===== config.mk =====
export PLATFORM = sky130hd
export DESIGN_NAME = down_count_timer
export DESIGN_NICKNAME = d
export VERILOG_FILES = /design/src/rtl/down_count_timer.sv
export SDC_FILE = /design/constraint.sdc
export NUM_CORES = 1
export LEC_CHECK = 0
export ABC_AREA = 0
export CAP_MARGIN = 20
export CORE_ASPECT_RATIO = 1.2
export CORE_UTILIZATION = 30
export CTS_BUF_LIST = sky130_fd_sc_hd__clkbuf_4
export DETAILED_ROUTE_END_ITERATION = 8
export PLACE_DENSITY_LB_ADDON = 0.05
export SETUP_SLACK_MARGIN = 0.1
export SYNTH_ARGS = -nofsm -noshare
export SYNTH_HDL_FRONTEND = slang
export SYNTH_SLANG_ARGS = --single-unit

===== constraint.sdc =====
create_clock -name clk -period 2.2 [get_ports clk]
set_clock_uncertainty 0.2 [all_clocks]
set_input_delay 0.33 -clock clk [delete_from_list [all_inputs] [get_ports clk]]
set_output_delay 0.33 -clock clk [all_outputs]
set_load 0.01 [all_outputs]

===== src/rtl/down_count_timer.sv =====
// Loadable down-counter/timer with terminal-count pulse, one-shot or periodic reload.
// Used as a delay/interval generator in the same clock domain as the up counters.
//
// state  | meaning
// -------+-------------------------------------------------------------
// IDLE   | not counting; q holds its last value, en ignored
// RUN    | decrementing once per en cycle; busy=1
// DONE   | one-shot finished; q=0, done=1, waits for load or reset
module down_count_timer #(
  parameter int WIDTH = 4
) (
  input  logic             clk,
  input  logic             rst,
  input  logic             load,
  input  logic [WIDTH-1:0] load_val,
  input  logic             en,
  input  logic             auto_reload,
  input  logic             stop,
  output logic [WIDTH-1:0] q,
  output logic             tc,
  output logic             busy,
  output logic             done
);

  typedef enum logic [1:0] {
    S_IDLE = 2'd0,
    S_RUN  = 2'd1,
    S_DONE = 2'd2
  } state_t;

  localparam logic [WIDTH-1:0] CNT_ZERO = '0;
  localparam logic [WIDTH-1:0] CNT_ONE  = WIDTH'(1);

  state_t           state_q, state_d;
  logic [WIDTH-1:0] count_q, count_d;
  logic [WIDTH-1:0] reload_q, reload_d;
  logic             tc_q, tc_d;
  logic             busy_q, busy_d;
  logic             done_q, done_d;

  always_comb begin
    state_d  = state_q;
    count_d  = count_q;
    reload_d = reload_q;
    done_d   = done_q;
    tc_d     = 1'b0;

    if (load) begin
      count_d  = load_val;
      reload_d = load_val;
      done_d   = 1'b0;
      state_d  = (load_val != CNT_ZERO) ? S_RUN : S_IDLE;
    end else begin
      case (state_q)
        S_RUN: begin
          if (stop) begin
            state_d = S_IDLE;
          end else if (en) begin
            if (count_q > CNT_ONE) begin
              count_d = count_q - CNT_ONE;
            end else if (count_q == CNT_ONE) begin
              // terminal edge: auto_reload is only looked at here
              tc_d = 1'b1;
              if (auto_reload) begin
                count_d = reload_q;
              end else begin
                count_d = CNT_ZERO;
                state_d = S_DONE;
                done_d  = 1'b1;
              end
            end
          end
        end
        default: begin
        end
      endcase
    end

    busy_d = (state_d == S_RUN);
  end

  always_ff @(posedge clk or negedge rst) begin
    if (!rst) begin
      state_q  <= S_IDLE;
      count_q  <= '0;
      reload_q <= '0;
      tc_q     <= 1'b0;
      busy_q   <= 1'b0;
      done_q   <= 1'b0;
    end else begin
      state_q  <= state_d;
      count_q  <= count_d;
      reload_q <= reload_d;
      tc_q     <= tc_d;
      busy_q   <= busy_d;
      done_q   <= done_d;
    end
  end

  assign q    = count_q;
  assign tc   = tc_q;
  assign busy = busy_q;
  assign done = done_q;

endmodule


==> out/results.tsv <==
metric	value	unit
core	2282	µm²
root_buffer	clkbuf_4	
r2r-start	q[0]$_DFFE_PN0P_	
rows	19	
tightest_slew	0.6014	ns
rsz0062_at_grt	no	
p_leak	0.4102	nW
seq_area_frac_synth	45.45	%
yosys_most_used_dff	dfrtp_1	
final.setup.tns	0	ns
slew_headroom	59.78	%
first_global_vias	644	
arrival	1.99	ns
fmax	0.5032	GHz
synth_cell_type_count	30	
grt_pass1_wl	2980	µm
regArea	326.6	µm²
reg2regPathDepth	5	
required	2.20	ns
routed_wl	1730	µm
maxCapViolCount	0	
final_antenna_net_count	0	
numClockSinks	13	
synth_enable_flop_cells	0	
power	0.6640	mW
intPower	0.4639	mW
slew_violations	0	
clock_path_buffers	2	
async_reset_ff_share	100.0	%
grt_max_degree	14	
period_needed	1.987	ns
fill_cells	249	
worst-setup-path-type	reg2reg	
ios	17	
status	finished, final reports clean	
area_growth	37.76	%
r2r_setup_slack	0.21	ns
final.period_utilization	90.33	%
post-place-ws	0.1730	ns
setup_viol	0	
cp-end-kind	register	
crit_fanout	6	
power_frac_clock	23.5	%
drtPass1Iterations	4	
drc_errors	0	
syn-cell-area	715.7	µm²
fin_ws	0.2127	ns
track_usage	16.10	%
cts_inserted_buffers	3	
path_clk_slew	0.08	ns
yosysWarnings	0	
critPathLaunchType	register	
first_iter_violations	13	
drt-wirelength-per-cell	14.07	µm
p_switching	0.2001	mW
syn_nets	79	
die-area	2586	µm²
vias_per_cell	5.033	
max-vdd-ir-drop	372.9	µV
ys_ff_latch	13	
gp_congestion	0.8220	
final_nets	105	
final_hold_viol_count	0	
hp-class	in2async	
multiInputGateArea	366.6	µm²
ctsHoldBuffers	0	
r2r_end	q[3]$_DFFE_PN0P_	
synthesis.instances	67	
drive_gt1_share	25.00	%
vias	619	
initial_utilization	31.36	%
cts_htree_levels	1	
netSwitchingFraction	30.13	%
die-height	55.51	µm
cts_tree	built	
antenna_found_initial	0	
post-dp-hpwl	1315	µm
clock_insertion_delay_worst_skew	0.27	ns
seq_power_share	43.9	%
grt-ovfl-total	0	
power_frac_comb	32.7	%
die_w	46.59	µm
diodes	0	
fin_hold_ws	0.2344	ns
p_per_area	673.4	nW/µm²
synth.avg_cell_area	10.68	µm²
io_buffers	16	
## cell usage after synthesis (2+ instances only)
library cell  count  share of area, %
dfrtp_1          13                45
nor2_1            7               3.7
inv_1             5               2.6
mux2_2            4               6.3
nand2_1           4               2.1
nand3_1           3               2.1
o21ai_0           3               2.1
a21oi_1           2               1.4
a31oi_1           2               1.7
ha_1              2               3.5
o211ai_1          2               2.1
o21a_1            2               2.1
## power groups by stage
stage	Clock (mW)	Combinational, mW	Sequential, mW
final	0.156	0.217	0.291
after global routing	0.175	0.239	0.296
after CTS	0.169	0.216	0.291
after detailed placement	0	0.215	0.295
after global placement	0	0.214	0.295
after floorplan	0	0.105	0.299
## through the flow
stage	instances	instance area (µm²)	util (%)
6_report	123	985.9	43.20
5_1_grt	123	985.9	43.20
4_1_cts	122	977.2	42.82
3_5_place_dp	118	947.2	41.50
3_3_place_gp	118	947.2	41.50
2_1_floorplan	67	715.7	-
## worst max path at each step
stage	from	end	slack, ns	depth (start not counted)
floorplan	q[0]$_DFFE_PN0P_	q[1]$_DFFE_PN0P_	0.18	6
global placement	q[0]$_DFFE_PN0P_	q[1]$_DFFE_PN0P_	0.18	6
detailed placement	q[0]$_DFFE_PN0P_	q[1]$_DFFE_PN0P_	0.17	6
CTS	q[0]$_DFFE_PN0P_	q[1]$_DFFE_PN0P_	0.15	6
global route	q[0]$_DFFE_PN0P_	q[2]$_DFFE_PN0P_	0.12	6
finish	q[0]$_DFFE_PN0P_	q[3]$_DFFE_PN0P_	0.21	5
## logic make-up (layout without fill, tap and decap cells)
| family | after synthesis | after routing | synth area share (%) |
|---|---|---|---|
| buf+inv | 6 | 31 | 3.321 |
| mux | 5 | 5 | 7.692 |
| simple gates | 20 | 20 | 16.43 |
| flops | 13 | 13 | 45.45 |
| compound gates | 21 | 21 | 23.60 |
| fa+ha+maj | 2 | 2 | 3.496 |
## registers in the layout, indices dropped and copies added (netlist names)
register,flops
done,1
reload_q,4
busy,1
q,4
state_q,2
tc,1
## cell type report
cell class,count,area share (%)
Tap cell,31,3.934
Sequential cell,13,33.12
Inverter,5,1.904
Multi-Input combinational cell,48,37.18
Clock buffer,4,3.046
Timing Repair Buffer,22,20.81
## metal layers
layer | wire length, µm | global-route usage [%]
met5 | 0 | 0
met4 | 16 | 9.664
met3 | 52 | 1.961
met2 | 838 | 22.62
met1 | 822 | 22.77
## worst max-delay path, stage by stage (launching register included)
cell and delay (ns):
dfrtp_2 0.45, ha_1 0.24, or4_4 0.54, a2111oi_2 0.30, a21oi_1 0.09, o21ai_2 0.11
## what timing repair did
item | 4_1_cts | 5_1_grt
setup endpoints to repair | 0 | 4
setup buffers | 0 | 1
resized for setup | 0 | 1
## layout by cell type, fill, tap and decap left out, types with 2 or more instances in the layout
master,synthesis,layout
o21a_1,2,2
nor2_1,7,7
o21ai_0,3,3
a31oi_1,2,2
buf_4,0,6
inv_1,5,5
ha_1,2,2
clkdlybuf4s50_1,0,16
o211ai_1,2,2
mux2_2,4,4
nand2_1,4,4
a21oi_1,2,2
clkbuf_4,0,4
nand3_1,3,3
dfrtp_1,13,12
Power figures use the tool's default switching activity.
